$ cat config.mk
export PLATFORM = sky130hd
export DESIGN_NAME = vga_timing_gen
export DESIGN_NICKNAME = d
export VERILOG_FILES = /design/src/rtl/vga_timing_pkg.sv /design/src/rtl/vga_timing_gen_sync_delay_line.sv /design/src/rtl/vga_timing_gen.sv
export SDC_FILE = /design/constraint.sdc
export NUM_CORES = 1
export LEC_CHECK = 0
export CORE_MARGIN = 5
export CORE_UTILIZATION = 47
export CTS_CLUSTER_DIAMETER = 200
export DETAILED_ROUTE_END_ITERATION = 10
export PLACE_DENSITY = 0.73
export SLEW_MARGIN = 20
export SYNTH_ARGS = -nofsm -noshare
export SYNTH_HDL_FRONTEND = slang
export SYNTH_SLANG_ARGS = --single-unit
$ cat constraint.sdc
create_clock -name vga_clk -period 3.26 [get_ports vga_clk]
set_input_delay 0.652 -clock vga_clk [delete_from_list [all_inputs] [get_ports vga_clk]]
set_output_delay 0.652 -clock vga_clk [all_outputs]
set_load 0.05 [all_outputs]
$ cat src/rtl/vga_timing_pkg.sv
// Shared timing constants and types for the VGA scan generator.
// Defaults describe 640x480@60 on a 25.175 MHz pixel clock.
package vga_timing_pkg;

    // Horizontal timing, in pixel clocks
    localparam int unsigned DEF_H_ACTIVE = 640;
    localparam int unsigned DEF_H_FP     = 16;
    localparam int unsigned DEF_H_SYNC   = 96;
    localparam int unsigned DEF_H_BP     = 48;

    // Vertical timing, in lines
    localparam int unsigned DEF_V_ACTIVE = 480;
    localparam int unsigned DEF_V_FP     = 10;
    localparam int unsigned DEF_V_SYNC   = 2;
    localparam int unsigned DEF_V_BP     = 33;

    // Derived totals and sync windows for the default mode
    localparam int unsigned DEF_H_TOTAL  = DEF_H_ACTIVE + DEF_H_FP + DEF_H_SYNC + DEF_H_BP;
    localparam int unsigned DEF_V_TOTAL  = DEF_V_ACTIVE + DEF_V_FP + DEF_V_SYNC + DEF_V_BP;
    localparam int unsigned DEF_HS_START = DEF_H_ACTIVE + DEF_H_FP;
    localparam int unsigned DEF_HS_END   = DEF_HS_START + DEF_H_SYNC - 1;
    localparam int unsigned DEF_VS_START = DEF_V_ACTIVE + DEF_V_FP;
    localparam int unsigned DEF_VS_END   = DEF_VS_START + DEF_V_SYNC - 1;

    // Coordinate counters are 10 bits wide; totals above this cannot be represented
    localparam int unsigned COORD_W   = 10;
    localparam int unsigned COORD_MAX = 1 << COORD_W;

    typedef logic [COORD_W-1:0] coord_t;

    // True when c lies in the inclusive window [lo, hi]
    function automatic logic in_window(coord_t c, int unsigned lo, int unsigned hi);
        return (32'(c) >= lo) && (32'(c) <= hi);
    endfunction

endpackage

$ cat src/rtl/vga_timing_gen_sync_delay_line.sv
// DEPTH x WIDTH shift register with asynchronous active-low reset to a per-bit value.
// Used to align sync/active flags with downstream pixel data latency.
module sync_delay_line #(
    parameter int unsigned          DEPTH   = 2,
    parameter int unsigned          WIDTH   = 1,
    parameter logic [WIDTH-1:0]     RST_VAL = '0
) (
    input  logic             clk,
    input  logic             rst_n,
    input  logic [WIDTH-1:0] din,
    output logic [WIDTH-1:0] dout
);

    // A zero-depth line is handled by the caller as a plain wire
    if (DEPTH < 1) begin : g_bad_depth
        $error("sync_delay_line: DEPTH must be at least 1");
    end

    logic [WIDTH-1:0] stage_q [DEPTH];

    // Shift one stage per clock; reset flushes every stage to the inactive value
    always_ff @(posedge clk or negedge rst_n) begin
        if (!rst_n) begin
            for (int unsigned i = 0; i < DEPTH; i++) begin
                stage_q[i] <= RST_VAL;
            end
        end else begin
            stage_q[0] <= din;
            for (int unsigned i = 1; i < DEPTH; i++) begin
                stage_q[i] <= stage_q[i-1];
            end
        end
    end

    assign dout = stage_q[DEPTH-1];

endmodule

$ cat src/rtl/vga_timing_gen.sv
// VGA scan generator: pixel/line counters, registered sync and active-video decode,
// line/frame strobes, a frame counter, and delayed flag copies aligned to mapper RGB.
module vga_timing_gen
    import vga_timing_pkg::*;
#(
    parameter int unsigned H_ACTIVE    = DEF_H_ACTIVE,
    parameter int unsigned H_FP        = DEF_H_FP,
    parameter int unsigned H_SYNC      = DEF_H_SYNC,
    parameter int unsigned H_BP        = DEF_H_BP,
    parameter int unsigned V_ACTIVE    = DEF_V_ACTIVE,
    parameter int unsigned V_FP        = DEF_V_FP,
    parameter int unsigned V_SYNC      = DEF_V_SYNC,
    parameter int unsigned V_BP        = DEF_V_BP,
    parameter logic        SYNC_ACTIVE = 1'b0,
    parameter int unsigned PIPE_DELAY  = 2
) (
    input  logic        vga_clk,
    input  logic        reset_n,
    output logic [9:0]  DrawX,
    output logic [9:0]  DrawY,
    output logic        blank,
    output logic        hs,
    output logic        vs,
    output logic        blank_d,
    output logic        hs_d,
    output logic        vs_d,
    output logic        line_start,
    output logic        frame_start,
    output logic [15:0] frame_count
);

    localparam int unsigned H_TOTAL  = H_ACTIVE + H_FP + H_SYNC + H_BP;
    localparam int unsigned V_TOTAL  = V_ACTIVE + V_FP + V_SYNC + V_BP;
    localparam int unsigned HS_START = H_ACTIVE + H_FP;
    localparam int unsigned HS_END   = HS_START + H_SYNC - 1;
    localparam int unsigned VS_START = V_ACTIVE + V_FP;
    localparam int unsigned VS_END   = VS_START + V_SYNC - 1;

    localparam coord_t H_LAST  = coord_t'(H_TOTAL - 1);
    localparam coord_t V_LAST  = coord_t'(V_TOTAL - 1);
    localparam coord_t H_ACT_C = coord_t'(H_ACTIVE);
    localparam coord_t V_ACT_C = coord_t'(V_ACTIVE);

    if ((H_TOTAL > COORD_MAX) || (V_TOTAL > COORD_MAX)) begin : g_bad_totals
        $error("vga_timing_gen: H_TOTAL and V_TOTAL must not exceed 1024");
    end

    coord_t      draw_x_q, draw_x_d;
    coord_t      draw_y_q, draw_y_d;
    logic        frame_wrap;
    logic [15:0] frame_cnt_q;
    logic        active_q, active_d;
    logic        hsync_q, hsync_d;
    logic        vsync_q, vsync_d;
    logic        line_strb_q, line_strb_d;
    logic        frame_strb_q, frame_strb_d;

    // Next-state counters: X wraps every line, Y advances only on the X wrap
    always_comb begin
        draw_x_d   = draw_x_q + 10'd1;
        draw_y_d   = draw_y_q;
        frame_wrap = 1'b0;
        if (draw_x_q == H_LAST) begin
            draw_x_d = '0;
            if (draw_y_q == V_LAST) begin
                draw_y_d   = '0;
                frame_wrap = 1'b1;
            end else begin
                draw_y_d = draw_y_q + 10'd1;
            end
        end
    end

    // Decode from next-state coordinates so the registered flags match the registered counters
    always_comb begin
        active_d     = (draw_x_d < H_ACT_C) && (draw_y_d < V_ACT_C);
        hsync_d      = in_window(draw_x_d, HS_START, HS_END) ? SYNC_ACTIVE : ~SYNC_ACTIVE;
        vsync_d      = in_window(draw_y_d, VS_START, VS_END) ? SYNC_ACTIVE : ~SYNC_ACTIVE;
        line_strb_d  = (draw_x_d == '0);
        frame_strb_d = (draw_x_d == '0) && (draw_y_d == '0);
    end

    // Scan state register; strobes stay low in the reset state so the first pulse is at a wrap
    always_ff @(posedge vga_clk or negedge reset_n) begin
        if (!reset_n) begin
            draw_x_q     <= '0;
            draw_y_q     <= '0;
            frame_cnt_q  <= '0;
            active_q     <= 1'b1;
            hsync_q      <= ~SYNC_ACTIVE;
            vsync_q      <= ~SYNC_ACTIVE;
            line_strb_q  <= 1'b0;
            frame_strb_q <= 1'b0;
        end else begin
            draw_x_q     <= draw_x_d;
            draw_y_q     <= draw_y_d;
            active_q     <= active_d;
            hsync_q      <= hsync_d;
            vsync_q      <= vsync_d;
            line_strb_q  <= line_strb_d;
            frame_strb_q <= frame_strb_d;
            if (frame_wrap) begin
                frame_cnt_q <= frame_cnt_q + 16'd1;
            end
        end
    end

    assign DrawX       = draw_x_q;
    assign DrawY       = draw_y_q;
    assign blank       = active_q;
    assign hs          = hsync_q;
    assign vs          = vsync_q;
    assign line_start  = line_strb_q;
    assign frame_start = frame_strb_q;
    assign frame_count = frame_cnt_q;

    // Flag bundle order {blank, hs, vs}; delayed copies reset to inactive (blank low, syncs idle)
    logic [2:0] flags, flags_dly;
    assign flags = {active_q, hsync_q, vsync_q};

    if (PIPE_DELAY == 0) begin : g_no_delay
        assign flags_dly = flags;
    end else begin : g_delay
        sync_delay_line #(
            .DEPTH   (PIPE_DELAY),
            .WIDTH   (3),
            .RST_VAL ({1'b0, ~SYNC_ACTIVE, ~SYNC_ACTIVE})
        ) u_flag_delay (
            .clk   (vga_clk),
            .rst_n (reset_n),
            .din   (flags),
            .dout  (flags_dly)
        );
    end

    assign blank_d = flags_dly[2];
    assign hs_d    = flags_dly[1];
    assign vs_d    = flags_dly[0];

endmodule

==> results by group, run 1 <==
Synth
  • Synth unique cells: 55
  • Synth Area per Inst: 10.6 um2
  • Most common flop cell mapped by yosys: dfrtp_1
  • Post-synth EDFFs: 0
  • Syn Std Cell Area: 2460 um2
  • Synthesized instance count: 231
  • Synth async-reset ratio: 100%
  • Post-synthesis register bit count: 47
  • Syn Nets: 238
  • Yosys warns: 0
  • Seq/Total Area, Yosys: 48.2%

STA
  • Crit share post-route: 80.1%
  • Post-route setup TNS: 0 ns
  • F_max: 0.383 GHz
  • Worst Tran Pin Value: 0.586 ns
  • Clk_skew: 0.00768 ns
  • Final Max Tran Viols: 0
  • Worst slew margin: 60.9%
  • RSZ-0062 raised after global routing: no
  • Final min period: 2.61 ns
  • Endpoints failing setup: 0
  • Final hold violations: 0

Global routing
  • Largest net degree at the start of global routing: 48
  • Total gr overflow: 0
  • First-pass GRT wire length: 8850 um
  • GRT Resource Usage Total: 16.8%
  • Antenna violations before repair: 0
  • Vias in the first global route: 1810

Setup path
  • CP Cell Sequence: ha_1 -> and4_1 -> nand3_2 -> or3_4 -> a211oi_2 -> nand4b_1
  • Data arrival, critical path: 2.83 ns
  • Max FO, Critical Path: 17
  • CP Launch Type: flip-flop
  • Crit Path Class: reg -> reg
  • CP max-delay cell: or3_4
  • Critical path endpoint category: flip-flop
  • WP data required: 3.48 ns
  • Slowest Stage Delay on Critical Path: 0.50 ns

Clocking
  • Worst skew pair latency: 0.30 ns
  • Clock tree buffer depth: 2
  • Clock slew at reported path FFs: 0.09 ns
  • Number of setup buffers added after CTS: 0
  • Clock Sinks: 47
  • Num CTS Buffers: 5
  • CTS root buffer: clkbuf_8
  • H-tree depth: 2
  • CTS tree: yes
  • PostCTS Resize Cnt: 0
  • CTS Hold Bufs: 0

Die
  • Die height: 82.3 um
  • Die area: 6770 um2
  • Initial Util: 48.1%
  • IO Pins: 46
  • Std-Cell Rows: 26
  • Die Width: 82.3 um
  • Area of the core: 5110 um2

Min path
  • Min-Delay Path Class: in -> async

Route
  • ANT nets after route: 0
  • Wirelength per Cell: 15.5 um
  • Post-DR vias/cell: 5.50
  • Vias: 1881
  • DRC Markers: 0
  • Wirelength, routed: 5300 um
  • Drt pass-1 iters: 4
  • DRT iter0 DRCs: 78

Job
  • Max Cap Violations: 0

Placement
  • # port buffers: 45
  • GP Congestion: 0.850
  • Placed wire-length estimate: 3800 um

Pwr
  • Leak: 1.28 nW
  • PwrDens: 322 nW/um2
  • Peak supply drop: 0.000157 V
  • Final Power: 0.000970 W

Cells and area
  • Share of layout cells above drive strength 1: 12.9%
  • Area delta synth->final: 22.7%
  • Nets: 278
  • Footprint of the multi-input gates: 1150 um2
  • Seq. cell area: 1180 um2
  • Commonest non-fill, non-tap cell in the layout: clkdlybuf4s50_1
  • Fillers: 465
  • Most frequent cells in the layout: clkdlybuf4s50_1 (44), dfrtp_1 (40), nand2_1 (23)
  • Antenna cell count: 0

Outcome
  • Status: completed
-- where the power goes --
| part | switching (W) | leakage, nW | internal (W) |
|---|---|---|---|
| Clock | 0.000202 | 0.0474 | 0.000173 |
| Sequential | 0 | 0.608 | 0.000583 |
| Combinational | 0.0000107 | 0.621 | 0.000000785 |
-- final cells by class --
cell class | count | share of cell area (%)
flip-flops and latches | 47 | 39.3
multi-input cells | 161 | 38.1
repair buffers | 46 | 15.1
well taps | 70 | 2.91
clock buffers | 6 | 2.74
inverters | 10 | 1.25
clock inverters | 2 | 0.540
-- worst paths after layout --
| check | start | endpoint | slack (ns) | depth (start not counted) |
|---|---|---|---|---|
| min | reset_n | DrawX[9] | 0.35 | 1 |
| max in group asynchronous | reset_n | frame_count[0] | 2.51 | 1 |
| max | DrawX[0] | vs | 0.65 | 6 |
| min reg2reg | g_delay.u_flag_delay.stage_q[3] | g_delay.u_flag_delay.dout[0] | 0.36 | 0 |
| min in group vga_clk | g_delay.u_flag_delay.stage_q[3] | g_delay.u_flag_delay.dout[0] | 0.36 | 0 |
| max reg2reg | DrawX[0] | vs | 0.65 | 6 |
-- kinds of logic after synthesis --
group,count (synthesis),share of synthesized area (%)
simple gates,96,23.8
flops,47,48.2
compound gates,33,10.7
xor+xnor,26,9.27
buf+inv,23,4.99
fa+ha+maj,5,2.55
mux,1,0.458
-- sequential cells by signal, summed over array words and instances (netlist names) --
register                      count
g_delay.u_flag_delay.stage_q      3
DrawY                            10
vs                                1
line_start                        1
frame_count                      16
g_delay.u_flag_delay.dout         3
blank                             1
hs                                1
frame_start                       1
DrawX                            10
-- worst max-delay path, delay by kind of cell, from the launching register on --
kind	cells	cell delay (ns)
simple gates	4	1.49
flops	1	0.49
fa+ha+maj	1	0.30
compound gates	1	0.26
-- cell usage after synthesis (3+ instances only) --
| library cell | n | area share (%) |
|---|---|---|
| and2_1 | 6 | 1.5 |
| and3_1 | 3 | 0.76 |
| nand4_1 | 9 | 2.3 |
| o21ai_0 | 6 | 1.2 |
| or2_2 | 3 | 0.76 |
| inv_1 | 10 | 1.5 |
| ha_1 | 5 | 2.5 |
| xnor2_1 | 19 | 6.8 |
| nor2_1 | 7 | 1.1 |
| a21oi_1 | 3 | 0.61 |
| nor3_1 | 4 | 0.81 |
| xor2_1 | 7 | 2.5 |
| nand3_1 | 15 | 3.1 |
| and4_1 | 7 | 2.5 |
| dfstp_2 | 7 | 7.5 |
| dfrtp_1 | 40 | 41 |
| buf_2 | 5 | 1.0 |
| buf_4 | 4 | 1.2 |
| nand2_1 | 23 | 3.5 |
-- routing by layer --
metal | share of wire (%) | global-route usage [%] | vias up
met5 | 0 | 0 | -
met4 | 0.72 | 4.82 | 0
li1 | - | - | 911
met1 | 49 | 24.6 | 909
met3 | 5.6 | 3.36 | 6
met2 | 45 | 24.9 | 55
-- stage by stage --
step / area (um2) / worst slack (ns) / utilization, % / hold slack [ns] / cells
finish: 3010 / 0.649 / 59.0 / 0.347 / 342
global route: 3010 / 0.398 / 59.0 / 0.368 / 342
CTS: 3010 / 0.673 / 59.0 / 0.360 / 342
detailed placement: 2910 / 0.693 / 57.0 / 0.339 / 334
global placement: 2910 / 0.772 / 57.0 / 0.336 / 334
floorplan: 2460 / 0.851 / - / 0.331 / 231
Note: power is estimated with default switching activity, not from simulation.
==> run 2, diff against run 1 <==
==> constraint.sdc (replaced) <==
create_clock -name vga_clk -period 2.54 [get_ports vga_clk]
set_input_delay 0.508 -clock vga_clk [delete_from_list [all_inputs] [get_ports vga_clk]]
set_output_delay 0.508 -clock vga_clk [all_outputs]
set_load 0.05 [all_outputs]
==> run 2 against run 1 <==
Sequential share of layout area is 1.6 points lower. Sequential cell count did not move. Register-to-register slack got worse by 0.43 ns. Worst hold slack worse by 0.16 ns. Largest cell class unchanged. Highest routed layer unchanged. Non-clock buffer count grew 12. Fmax is 13% higher. Power grew 45%. Critical path type unchanged.
==> results by group, run 2 (same netlist as run 1, synthesis figures left out) <==
Global routing
  • Antenna violations before repair: 0 (unchanged)
  • Vias in the first global route: 1968 (+8.7%)
  • Total gr overflow: 0 (unchanged)
  • First-pass GRT wire length: 9470 um (+7.1%)
  • GRT Resource Usage Total: 18.1% (+1.4 points)
  • Largest net degree at the start of global routing: 27 (-44%)

Die
  • IO Pins: 46 (unchanged)
  • Die Width: 82.3 um (unchanged)
  • Initial Util: 48.1% (unchanged)
  • Die area: 6770 um2 (unchanged)
  • Die height: 82.3 um (unchanged)
  • Area of the core: 5110 um2 (unchanged)
  • Std-Cell Rows: 26 (unchanged)

Route
  • DRC Markers: 0 (unchanged)
  • Drt pass-1 iters: 4 (unchanged)
  • ANT nets after route: 0 (unchanged)
  • Vias: 1964 (+4.4%)
  • Post-DR vias/cell: 5.55 (+0.87%)
  • DRT iter0 DRCs: 126 (+62%)
  • Wirelength per Cell: 15.4 um (-0.36%)
  • Wirelength, routed: 5470 um (+3.1%)

Setup path
  • CP Cell Sequence: ha_1 -> and4_1 -> nand3_2 -> or3_4 -> a211oi_2 -> nand4b_1
  • Max FO, Critical Path: 12 (-5)
  • Slowest Stage Delay on Critical Path: 0.47 ns (-0.03 ns)
  • CP Launch Type: flip-flop
  • CP max-delay cell: dfrtp_1
  • WP data required: 2.76 ns (-0.72 ns)
  • Critical path endpoint category: flip-flop
  • Data arrival, critical path: 2.54 ns (-0.29 ns)
  • Crit Path Class: reg -> reg

STA
  • F_max: 0.431 GHz (+13%)
  • Post-route setup TNS: 0 ns (unchanged)
  • Endpoints failing setup: 0 (unchanged)
  • Worst Tran Pin Value: 0.558 ns (-0.0279 ns)
  • Clk_skew: 0.00580 ns (-0.00188 ns)
  • Final hold violations: 0 (unchanged)
  • Final WS setup: 0.219 ns (-0.429 ns)
  • Worst hold slack: 0.191 ns (-0.157 ns)
  • Final Max Tran Viols: 0 (unchanged)
  • Crit share post-route: 91.4% (+11 points)
  • Worst slew margin: 62.8% (+1.9 points)
  • Final min period: 2.32 ns (-0.291 ns)

Clocking
  • Clock Sinks: 47 (unchanged)
  • Number of setup buffers added after CTS: 0 (unchanged)
  • Worst skew pair latency: 0.30 ns (about the same)
  • PostCTS Resize Cnt: 0 (unchanged)
  • Num CTS Buffers: 5 (unchanged)
  • Clock slew at reported path FFs: 0.09 ns (about the same)
  • CTS tree: yes
  • H-tree depth: 2 (unchanged)
  • CTS Hold Bufs: 0 (unchanged)
  • Clock tree buffer depth: 2 (unchanged)
  • CTS root buffer: clkbuf_8

Cells and area
  • Share of layout cells above drive strength 1: 16.5% (+3.7 points)
  • Largest register FFs: 16 (unchanged)
  • Antenna cell count: 0 (unchanged)
  • Most frequent cells in the layout: clkdlybuf4s50_1 (44), dfrtp_1 (40), nand2_1 (23)
  • Nets: 290 (+4.3%)
  • Final Util: 61.5% (+2.5 points)
  • Fin area: 3140 um2 (+4.2%)
  • Area delta synth->final: 27.8%
  • Commonest non-fill, non-tap cell in the layout: clkdlybuf4s50_1

Pwr
  • Switching Share: 18.7% (-3.2 points)
  • Seq pwr share: 53.2% (-6.9 points)
  • Int Pwr: 0.00114 W (+51%)
  • Leak: 1.36 nW (+6.3%)
  • Sw power: 0.000263 W (+24%)
  • Clock power frac: 45.6% (+6.9 points)
  • Peak supply drop: 0.000226 V (+44%)
  • PwrDens: 448 nW/um2 (+39%)
  • Gate power share: 1.2% (about the same)

Min path
  • Min-Delay Path Class: in -> async

Placement
  • Worst slack, placed: 0.263 ns (-0.430 ns)
  • # port buffers: 45 (unchanged)
  • Placed wire-length estimate: 4140 um (+9.1%)
  • GP Congestion: 0.918 (+8.0%)
  • Placed Area: 3000 um2 (+3.1%)

Outcome
  • Status: completed

Job
  • Max Cap Violations: 0 (unchanged)
==> run 2: changes by cell type in the layout (fill, tap and decap cells not counted), sizes merged <==
cell	change
clkinv	-1
clkinvlp	-1
bufinv	+2
buf	+12
==> run 2: final cells by class <==
class | count | area, um2
clock inverter | 2 | 60.1
sequential | 47 | 1180
timing repair buffer | 58 | 543
multi-input combinational | 161 | 1150
fill | 428 | 1970
tap | 70 | 87.6
inverter | 10 | 37.5
clock buffer | 6 | 72.6
==> run 2: per-layer routing <==
layer	share of wire (%)	global-route usage (%)	up-vias
met5	0	0	-
met4	2.0	6.81	0
met3	5.3	2.93	11
met2	47	27.6	56
met1	46	25.9	967
li1	-	-	930
==> run 2: stage by stage <==
step | total power [W] | cells
3_5_place_dp | 0.000781 | 346
2_1_floorplan | 0.000763 | 231
5_1_grt | 0.00145 | 354
6_report | 0.00141 | 354
3_3_place_gp | 0.000781 | 346
4_1_cts | 0.00143 | 354
==> run 2: worst paths after layout <==
kind	from	end	slack [ns]	depth (start not counted)
setup / recovery	DrawX[1]	vs	0.22	6
min in group vga_clk	g_delay.u_flag_delay.stage_q[5]	g_delay.u_flag_delay.dout[2]	0.36	0
setup reg to reg	DrawX[1]	vs	0.22	6
max in group asynchronous	reset_n	g_delay.u_flag_delay.dout[0]	1.71	2
hold reg to reg	g_delay.u_flag_delay.stage_q[5]	g_delay.u_flag_delay.dout[2]	0.36	0
hold / removal	reset_n	DrawX[2]	0.19	1
==> run 2: power by group through the flow <==
stage | registers, W | clock network [W] | logic, W
after floorplan | 0.000763 | 0 | 0.000000000514
after global placement | 0.000763 | 0 | 0.0000183
after detailed placement | 0.000763 | 0 | 0.0000184
after CTS | 0.000748 | 0.000659 | 0.0000183
after global routing | 0.000748 | 0.000684 | 0.0000206
final | 0.000748 | 0.000642 | 0.0000168
==> run 2: critical path, delay by kind of cell (launching register included) <==
kind,cells,cell delay [ns]
fa+ha+maj,1,0.29
compound gates,1,0.27
simple gates,4,1.21
flops,1,0.47
